**config.mk**
```make
export PLATFORM = sky130hd
export DESIGN_NAME = rf_loader
export DESIGN_NICKNAME = d
export VERILOG_FILES = /design/src/rtl/rf_loader.sv
export SDC_FILE = /design/constraint.sdc
export NUM_CORES = 1
export LEC_CHECK = 0
export CAP_MARGIN = 30
export CORE_UTILIZATION = 30
export DETAILED_ROUTE_END_ITERATION = 10
export GPL_TIMING_DRIVEN = 0
export PLACE_DENSITY = 0.6
export SETUP_SLACK_MARGIN = 0.1
export SYNTH_ARGS = -nofsm -noshare
export SYNTH_HDL_FRONTEND = slang
export SYNTH_SLANG_ARGS = --single-unit
```
**constraint.sdc**
```tcl
create_clock -name clk -period 1.7 [get_ports clk]
set_clock_uncertainty 0.15 [all_clocks]
set_input_delay 0.34 -clock clk [delete_from_list [all_inputs] [get_ports clk]]
set_output_delay 0.34 -clock clk [all_outputs]
set_load 0.05 [all_outputs]
```
**src/rtl/rf_loader.sv**
```systemverilog
// rf_loader: loads one tile of stream pixels into a 32-entry register file.
// Build with RF_LOADER_PAD_EN defined to zero-pad short tiles up to the target length.
module rf_loader #(
  parameter int DATA_WIDTH = 8
) (
  input  logic                  clk,
  input  logic                  rst,
  input  logic                  start,
  input  logic [5:0]            cfg_count,
  input  logic                  in_valid,
  input  logic [DATA_WIDTH-1:0] in_data,
  input  logic                  in_last,
  output logic                  in_ready,
  output logic                  rf_en,
  output logic                  rf_wr_ctrl,
  output logic [4:0]            rf_add_in,
  output logic [DATA_WIDTH-1:0] rf_in,
  output logic                  tile_valid,
  input  logic                  tile_release,
  output logic [5:0]            fill_count,
  output logic                  busy
);

`ifdef RF_LOADER_PAD_EN
  typedef enum logic [2:0] {S_IDLE, S_FILL, S_PAD, S_FLUSH, S_DONE} state_e;
`else
  typedef enum logic [2:0] {S_IDLE, S_FILL, S_FLUSH, S_DONE} state_e;
`endif

  state_e                state_q;
  logic [5:0]            target_q;
  logic [4:0]            wr_ptr_q;
  logic [5:0]            fill_count_q;
  logic                  in_ready_q;
  logic                  wr_q;
  logic [4:0]            addr_q;
  logic [DATA_WIDTH-1:0] data_q;
  logic                  tile_valid_q;
  logic                  busy_q;

  logic [5:0] target_d;
  logic [4:0] wr_ptr_d;
  logic       last_beat_d;

  // A length of 0 or anything beyond the register file depth means a full tile.
  assign target_d    = (cfg_count == 6'd0 || cfg_count > 6'd32) ? 6'd32 : cfg_count;
  assign wr_ptr_d    = (wr_ptr_q == 5'd31) ? wr_ptr_q : wr_ptr_q + 5'd1;
  assign last_beat_d = ((fill_count_q + 6'd1) == target_q);

`ifdef RF_LOADER_PAD_EN
  logic pad_last_d;
  assign pad_last_d = ({1'b0, wr_ptr_q} == (target_q - 6'd1));
`endif

  always_ff @(posedge clk or posedge rst) begin
    if (rst) begin
      state_q      <= S_IDLE;
      target_q     <= 6'd32;
      wr_ptr_q     <= 5'd0;
      fill_count_q <= 6'd0;
      in_ready_q   <= 1'b0;
      wr_q         <= 1'b0;
      addr_q       <= 5'd0;
      data_q       <= '0;
      tile_valid_q <= 1'b0;
      busy_q       <= 1'b0;
    end else begin
      wr_q <= 1'b0;
      case (state_q)
        S_IDLE: begin
          if (start) begin
            target_q     <= target_d;
            wr_ptr_q     <= 5'd0;
            fill_count_q <= 6'd0;
            in_ready_q   <= 1'b1;
            busy_q       <= 1'b1;
            state_q      <= S_FILL;
          end
        end
        S_FILL: begin
          if (in_valid) begin
            wr_q         <= 1'b1;
            addr_q       <= wr_ptr_q;
            data_q       <= in_data;
            wr_ptr_q     <= wr_ptr_d;
            fill_count_q <= fill_count_q + 6'd1;
            if (last_beat_d) begin
              in_ready_q <= 1'b0;
              state_q    <= S_FLUSH;
            end else if (in_last) begin
              in_ready_q <= 1'b0;
`ifdef RF_LOADER_PAD_EN
              state_q    <= S_PAD;
`else
              state_q    <= S_FLUSH;
`endif
            end
          end
        end
`ifdef RF_LOADER_PAD_EN
        S_PAD: begin
          wr_q     <= 1'b1;
          addr_q   <= wr_ptr_q;
          data_q   <= '0;
          wr_ptr_q <= wr_ptr_d;
          if (pad_last_d) state_q <= S_FLUSH;
        end
`endif
        // The last write strobe is on the bus during this cycle; the tile is
        // only advertised once that write has landed.
        S_FLUSH: begin
          tile_valid_q <= 1'b1;
          state_q      <= S_DONE;
        end
        S_DONE: begin
          if (tile_release) begin
            tile_valid_q <= 1'b0;
            busy_q       <= 1'b0;
            state_q      <= S_IDLE;
          end
        end
        default: state_q <= S_IDLE;
      endcase
    end
  end

  assign rf_en      = 1'b1;
  assign in_ready   = in_ready_q;
  assign rf_wr_ctrl = wr_q;
  assign rf_add_in  = addr_q;
  assign rf_in      = data_q;
  assign tile_valid = tile_valid_q;
  assign fill_count = fill_count_q;
  assign busy       = busy_q;

endmodule

```
# After elaboration in Yosys (flattened, before gate mapping)
# Index checks and enable logic that the tools add are counted.
[word_totals]
register_bits = 37
in_bits = 20
[op_classes]
n_addsub = 2
n_lt_le_gt_ge = 1
n_eq_ne = 10
muxes = 24
reduce_logical = 14
[ops]
columns = ["cell", "n"]
rows = [
  ["2-to-1 mux 6 bit", 3],
  ["2-to-1 mux 3 bit", 5],
  ["2-to-1 mux 5 bit", 3],
  ["one-hot mux 3 bit (4 select lines)", 1],
  ["one-hot mux 6 bit (2 select lines)", 1],
  ["AND reduction 4 bit", 3],
  ["one-hot mux 5 bit (2 select lines)", 1],
  ["inequality test 2 bit, second input constant", 4],
  ["2-to-1 mux 1 bit", 7],
  ["adder 6 x 1 -> 6 bit, second input constant", 1],
  ["== test 3 x 2 -> 1 bit, second input constant", 2],
  ["== test 6 bit", 1],
  ["greater-than comparator 6 bit, second input constant", 1],
  ["logical NOT 6 bit", 1],
  ["one-hot mux 1 bit (2 select lines)", 3],
  ["AND reduction 2 bit", 3],
  ["AND reduction 3 bit", 2],
  ["nonzero test 2 bit", 3],
  ["adder 5 x 1 -> 5 bit, second input constant", 1],
  ["== test 5 bit, second input constant", 1],
  ["== test 3 x 1 -> 1 bit, second input constant", 1],
  ["logical NOT 3 bit", 1],
  ["inequality test 3 bit, second input constant", 1],
  ["logical OR 1 bit", 1],
]

# Logic depth before layout (Yosys ltp)
# Gate-level depths: netlist of run 1.
[depth]
word_depth = 5
ltp_mapped = 8
ltp_nobuf = 8

# Worst setup path before layout of run 1
# No wires, ideal clock.
[synth_path]
path_type = "reg-to-reg"
start = "reg fill_count_q[0], in the netlist fill_count[0]"
end = "reg state_q[0]"
setup_time_ns = 0.126
t_arrival_ns = 1.916
t_required_ns = 1.424
path_slack_ns = -0.492
path_stages_with_launch = 7
path_buffers = 0
period_less_slack_ns = 2.192
path_cell_list = "dfrtp_1 > ha_1 > nand3_1 > xnor2_1 > nand4_2 > mux2i_1 > a311o_1"
[synth_via]
elab_chain_cells = 5
word_cells_on_any_way = 7
classes_between = "add/sub: 1; eq/ne: 2; mux: 3; reduce/logical: 1"
[synth_lines]
columns = ["element", "line_no", "rtl"]
rows = [
  ["start: declaration", "33", "logic [5:0] fill_count_q;"],
  ["start signal: assignment", "86", "fill_count_q <= fill_count_q + 6'd1;"],
  ["adder 6 x 1 -> 6 bit (*)", "48", "assign last_beat_d = ((fill_count_q + 6'd1) == target_q);"],
  ["== test 6 bit (*)", "48", ""],
  ["2-to-1 mux 3 bit", "87", "if (last_beat_d) begin"],
  ["2-to-1 mux 3 bit", "81", "if (in_valid) begin"],
  ["one-hot mux 3 bit (4 select lines)", "69", "case (state_q)"],
  ["end signal: assignment", "77", "state_q <= S_FILL;"],
  ["end signal: assignment", "89", "state_q <= S_FLUSH;"],
  ["end signal: assignment", "95", "state_q <= S_FLUSH;"],
  ["end: declaration", "30", "state_e state_q;"],
]
# Mark *: on every way between the ends. The rest lies on a longest branch, timed or not. The select of a mux whose other input is x is not followed.
# A chain may end at the register's enable or synchronous reset.

# Worst setup path after layout of run 1
[layout_path]
start = "reg wr_ptr_q[0]"
end = "reg wr_ptr_q[3]"
[layout_via]
elab_chain_cells = 4
word_cells_on_any_way = 7
classes_between = "add/sub: 1; eq/ne: 2; mux: 3; reduce/logical: 1"
[layout_lines]
columns = ["element", "line_no", "rtl"]
rows = [
  ["start: declaration", "32", "logic [4:0] wr_ptr_q;"],
  ["start signal: assignment", "85", "wr_ptr_q <= wr_ptr_d;"],
  ["adder 5 x 1 -> 5 bit", "47", "assign wr_ptr_d = (wr_ptr_q == 5'd31) ? wr_ptr_q : wr_ptr_q + 5'd1;"],
  ["2-to-1 mux 5 bit", "47", ""],
  ["2-to-1 mux 5 bit", "81", ""],
  ["one-hot mux 5 bit (2 select lines)", "69", ""],
]
# Several ways; a longest one is shown, not always the timed one. The select of a mux whose other input is x is not followed.

==> run_results.csv, run 1 <==
group,metric,value,unit
run_status,run_status,"complete, but fails checks",
run_status,violations,"setup timing",
worst_setup_path,end_kind,"flop",
clocking,cts_tree,"yes",
synthesis,synth_edf_count,0,
sta,hold_violations,0,
final_layout,most-common-layout-cells,"dfrtp_1, buf_4, nand2_1",
global_routing,grt_pass1_vias,1600,
detailed_routing,finalWirelength,5.03,mm
power,leakagePower,1.45,nW
global_routing,antenna_found_initial,0,
die,dieArea,6820,um^2
detailed_routing,antenna_left,0,
worst_setup_path,crit_arrival,1.92,ns
hold_path,hp-class,"in -> reg",
synthesis,synth_seq_cells,36,
power,power.density,1810,nW/um^2
sta,period_needed,1.86,ns
detailed_routing,drt-initial-drc-count,53,
synthesis,yosys.area.top_type,"dfrtp_1",
die,dieWidth,82.6,um
worst_setup_path,required,1.76,ns
clocking,clock-sinks,36,
worst_setup_path,crit_type,"reg -> reg",
synthesis,yosysSeqAreaShare,46.3,%
worst_setup_path,start_kind,"flop",
final_layout,regArea,911,um^2
synthesis,syn_area,1950,um^2
power,irDropWorstVdd,939,uV
clocking,htree_num_levels,2,
placed_design,place_congestion,0.803,
flow_run,maxCapViolCount,0,
clocking,clkTransAtPathRegs,0.08,ns
final_layout,layout.nets,301,
clocking,clock_latency,0.29,ns
clocking,cts.path.max_buffers,2,
detailed_routing,vias,1728,
final_layout,layout_commonest_cell,"dfrtp_1",
final_layout,num_antenna_cells,0,
placed_design,place_area,2580,um^2
synthesis,synth_cell_type_count,40,
sta,rsz0062_at_grt,"yes",
synthesis,synthCells,195,
detailed_routing,vias_per_cell,4.92,
detailed_routing,routedWlPerCell,14.3,um
worst_setup_path,cp_max_fo,2,
die,core,6310,um^2
synthesis,async_reset_ff_share,100,%
placed_design,placed_cells,313,
final_layout,areaGrowthSynthToFinish,64.4,%
sta,finalMaxSlewViolations,0,
sta,fmax,0.536,GHz
global_routing,grt_pass1_wl,7.80,mm
sta,period_share,110,%
final_layout,fin_cells,351,
clocking,root_buffer,"clkbuf_8",
placed_design,numPortBuffers,41,
final_layout,n_fill_cell,585,
detailed_routing,firstDrtPassIters,4,
final_layout,multi_input_area,1230,um^2
sta,setup-violations-final,19,
clocking,cts_buffers,5,
final_layout,final_area,3210,um^2
sta,tightest_slew,0.773,ns
synthesis,synth_nets,223,
sta,slew_headroom,48.4,%
power,power,5.81,mW
die,io_pins,44,
synthesis,synth_area_leaders,"dfrtp_1, mux2_2, nand2_1",
detailed_routing,route.detailed.drc,0,
final_layout,final_core_util,50.8,%
sta,setup_slack,-0.165,ns
synthesis,synth_top_flop_cell,"dfrtp_1",
global_routing,grtUsageTotal,15.4,%
global_routing,overflow,0,
die,die-height,82.6,um
placed_design,hpwlAfterDp,3.06,mm
synthesis,synth_top_area_share,44.9,%
die,num_rows,29,
die,initial_core_util,30.9,%
global_routing,grt_max_degree,37,
synthesis,synth-warning-count,0,
synthesis,syn_avg_cell_area,10.0,um^2
final_layout,drive_above_1_share,48.5,%
[per-layer routing]
| metal | up-vias | global-route usage [%] | wire length [um] |
|---|---|---|---|
| met1 | 841 | 19.6 | 2280 |
| met4 | 0 | 4.83 | 66 |
| li1 | 843 | - | - |
| met5 | - | 0 | 0 |
| met3 | 6 | 3.74 | 164 |
| met2 | 38 | 25.5 | 2510 |
[state kept, by name (all words and copies together) (netlist names)]
name / count
target_q: 6
state_q: 2
tile_valid: 1
rf_wr_ctrl: 1
in_ready: 1
busy: 1
rf_add_in: 5
wr_ptr_q: 5
rf_in: 8
fill_count: 6
[timing repair]
action | 4_1_cts | 5_1_grt
gates cloned | 1 | 1
pin swaps | 12 | 20
resized for setup | 107 | 50
endpoints found under the setup margin | 56 | 36
setup buffers | 24 | 6
hold buffers | 0 | 0
[through the flow]
step | hold slack [ns] | setup TNS (ns) | setup slack, ns
4_1_cts | 0.202 | -1.22 | -0.173
3_5_place_dp | 0.340 | -6.76 | -0.466
6_report | 0.270 | -1.07 | -0.165
2_1_floorplan | 0.299 | -0.631 | -0.212
5_1_grt | 0.267 | -2.09 | -0.260
3_3_place_gp | 0.331 | -24.30 | -0.603
[logic make-up (layout without fill, tap and decap cells)]
group	Yosys count	in the layout	share of synthesized area [%]
buffers and inverters	19	98	4.88
DFF	36	36	46.3
other	1	1	0.192
and+or+nand+nor	64	64	16.0
muxes	16	16	9.05
AOI/OAI and AO/OA	41	41	14.0
adders and majority gates	8	8	5.13
xor gates and xnor gates	10	10	4.49
[cell type report]
cell class	instances	share of cell area, %
multi-input cells	140	38.4
clock inverters	3	1.33
clock buffers	5	2.15
repair buffers	71	22.1
plain buffers	11	3.55
inverters	8	1.09
flip-flops and latches	36	28.4
well taps	77	3.01
[cell usage after synthesis, drive strengths merged (4+ instances only)]
| cell | count |
|---|---|
| mux2 | 13 |
| xor2 | 5 |
| o221ai | 4 |
| nand2b | 9 |
| inv | 8 |
| dfrtp | 35 |
| nand2 | 28 |
| clkbuf | 4 |
| ha | 8 |
| xnor2 | 5 |
| a21oi | 7 |
| nor2 | 8 |
| nand4 | 5 |
| buf | 7 |
| o21ai | 12 |
| nand3 | 4 |
[where the power goes]
part           internal [mW]  switching (mW)  total (mW)
Combinational           1.74            1.89        3.63
Sequential              1.17           0.253        1.42
Clock                  0.434           0.334       0.768
Total                   3.34            2.47        5.81
[worst paths after layout]
kind                                    startpoint                         to  slack (ns)  depth (start not counted)
max                        wr_ptr_q[0]$_DFFE_PP0P_    wr_ptr_q[3]$_DFFE_PP0P_       -0.16                          8
min                                          start    wr_ptr_q[3]$_DFFE_PP0P_        0.27                          2
max reg2reg                wr_ptr_q[0]$_DFFE_PP0P_    wr_ptr_q[3]$_DFFE_PP0P_       -0.16                          8
min reg2reg                target_q[5]$_DFFE_PP1P_    target_q[5]$_DFFE_PP1P_        0.34                          2
max in group asynchronous                      rst  fill_count[2]$_DFFE_PP0P_        0.49                          2
min in group asynchronous                      rst     tile_valid$_DFFE_PP0P_        0.36                          2
[worst max-delay path, stage by stage, from the launching register on]
cell,delay [ns]
dfrtp_1,0.40
ha_2,0.19
and3_4,0.15
ha_4,0.14
nand2b_4,0.15
a21oi_4,0.17
nand4_1,0.13
xor2_1,0.16
a31oi_1,0.14
Power figures use the tool's default switching activity.
==> inputs of run 2 (changes only) <==
Settings changed: CORE_MARGIN set to 2.
==> run 2 against run 1 <==
The run still ends with setup timing left. Sequential power barely moved. Count of clock-buffer cells in the layout did not move. Combinational power fell by 2%. Sequential cell count did not move. Core utilization rose by 0.099 points. Via count fell by 0.52%. Clock power fell by 19%. Maximum frequency fell by 1.8%. Non-clock buffer count did not move. Global-route usage fell by 0.72 points. Total power fell by 3.3%. Die area rose by 4.9%. Critical path type unchanged. Largest power group unchanged.
==> run_results.csv, run 2 (same netlist as run 1, synthesis figures left out) <==
group,metric,value,unit
clocking,cts_tree,"yes",
die,initial_core_util,30.9,%
clocking,clock_latency,0.29,ns
detailed_routing,antenna_left,0,
final_layout,num_antenna_cells,0,
run_status,run_status,"complete, but fails checks",
detailed_routing,firstDrtPassIters,4,
global_routing,overflow,0,
final_layout,most-common-layout-cells,"dfrtp_1, buf_4, nand2_1",
sta,finalMaxSlewViolations,0,
sta,fin_tns_setup,-1.08,ns
worst_setup_path,crit_arrival,1.92,ns
detailed_routing,finalWirelength,5.15,mm
detailed_routing,vias_per_cell,4.90,
worst_setup_path,required,1.73,ns
die,io_pins,44,
hold_path,hp-class,"in -> reg",
global_routing,grt_pass1_vias,1656,
clocking,htree_num_levels,2,
flow_run,maxCapViolCount,0,
worst_setup_path,crit_type,"reg -> reg",
power,power.density,1750,nW/um^2
clocking,clkTransAtPathRegs,0.08,ns
clocking,root_buffer,"clkbuf_8",
global_routing,grt_max_degree,37,
die,die-height,84.6,um
clocking,cts.path.max_buffers,2,
final_layout,layout_commonest_cell,"dfrtp_1",
final_layout,drive_above_1_share,50.0,%
detailed_routing,vias,1719,
die,num_rows,29,
power,irDropWorstVdd,995,uV
final_layout,n_fill_cell,579,
sta,fmax,0.527,GHz
final_layout,largest_reg_flops,8,
placed_design,place_congestion,0.813,
final_layout,areaGrowthSynthToFinish,64.8,%
worst_setup_path,cp_max_fo,5,
final_layout,layout.nets,301,
placed_design,hpwlAfterDp,3.09,mm
global_routing,grt_pass1_wl,8.29,mm
run_status,violations,"setup timing",
sta,period_share,112,%
sta,setup_slack,-0.199,ns
final_layout,final_area,3210,um^2
detailed_routing,route.detailed.drc,0,
die,dieArea,7160,um^2
global_routing,antenna_found_initial,0,
sta,period_needed,1.90,ns
sta,setup-violations-final,19,
placed_design,place_area,2580,um^2
clocking,clock-sinks,36,
sta,hold_violations,0,
sta,slew_headroom,48.3,%
placed_design,numPortBuffers,41,
sta,tightest_slew,0.774,ns
detailed_routing,routedWlPerCell,14.7,um
sta,rsz0062_at_grt,"yes",
die,core,6310,um^2
clocking,cts_buffers,5,
detailed_routing,drt-initial-drc-count,51,
worst_setup_path,end_kind,"flop",
power,leakagePower,1.46,nW
worst_setup_path,start_kind,"flop",
die,dieWidth,84.6,um
global_routing,grtUsageTotal,14.6,%
## run 2: what timing repair did
action / CTS / global route
buffers inserted: 19 / 9
cloned: 1 / 1
hold buffers: 0 / 0
pin swaps: 11 / 19
resized for setup: 101 / 53
setup endpoints to repair: 56 / 37
## run 2: metrics by stage
step	instances	hold slack [ns]	power [mW]	worst slack (ns)	util (%)
finish	351	0.269	5.62	-0.199	50.9
global route	351	0.267	5.99	-0.288	50.9
CTS	341	0.205	5.16	-0.169	47.0
detailed placement	313	0.342	4.04	-0.493	40.9
global placement	313	0.330	4.00	-0.607	40.9
floorplan	195	0.299	3.32	-0.212	-
## run 2: power by group
| group | internal (mW) | switching (mW) |
|---|---|---|
| clock network | 0.286 | 0.337 |
| logic | 1.70 | 1.87 |
| registers | 1.17 | 0.268 |
## run 2: critical path, stage by stage, from the launching register on
cell	delay, ns
dfrtp_2	0.46
buf_4	0.15
buf_4	0.12
xnor2_1	0.11
nor2_1	0.16
nand4_2	0.19
mux2i_1	0.16
a311o_1	0.27
## run 2: cell type report
| class | instances | area, um^2 | area share (%) |
|---|---|---|---|
| Multi-Input combinational cell | 140 | 1250 | 39.0 |
| Sequential cell | 36 | 911 | 28.4 |
| Timing Repair Buffer | 71 | 726 | 22.6 |
| Buffer | 11 | 108 | 3.35 |
| Tap cell | 77 | 96.3 | 3.00 |
| Clock buffer | 5 | 68.8 | 2.14 |
| Inverter | 8 | 32.5 | 1.01 |
| Clock inverter | 3 | 18.8 | 0.584 |
## run 2: worst paths after layout
check / cells past startpoint / startpoint / end / slack (ns)
worst max-delay path: 7 / fill_count[0]$_DFFE_PP0P_ / state_q[0]$_DFFE_PP0P_ / -0.20
min in group asynchronous: 2 / rst / busy$_DFFE_PP0P_ / 0.36
worst max register to register: 7 / fill_count[0]$_DFFE_PP0P_ / state_q[0]$_DFFE_PP0P_ / -0.20
worst min-delay path: 2 / start / wr_ptr_q[3]$_DFFE_PP0P_ / 0.27
max in group asynchronous: 2 / rst / fill_count[3]$_DFFE_PP0P_ / 0.49
worst min register to register: 2 / target_q[5]$_DFFE_PP1P_ / target_q[5]$_DFFE_PP1P_ / 0.35
## run 2: routing by layer
| metal | GRT usage [%] | routed length (um) | vias to the layer above |
|---|---|---|---|
| li1 | - | - | 845 |
| met4 | 5.48 | 81 | 0 |
| met1 | 20.0 | 2280 | 835 |
| met5 | 0 | 0 | - |
| met2 | 22.8 | 2620 | 33 |
| met3 | 3.15 | 164 | 6 |
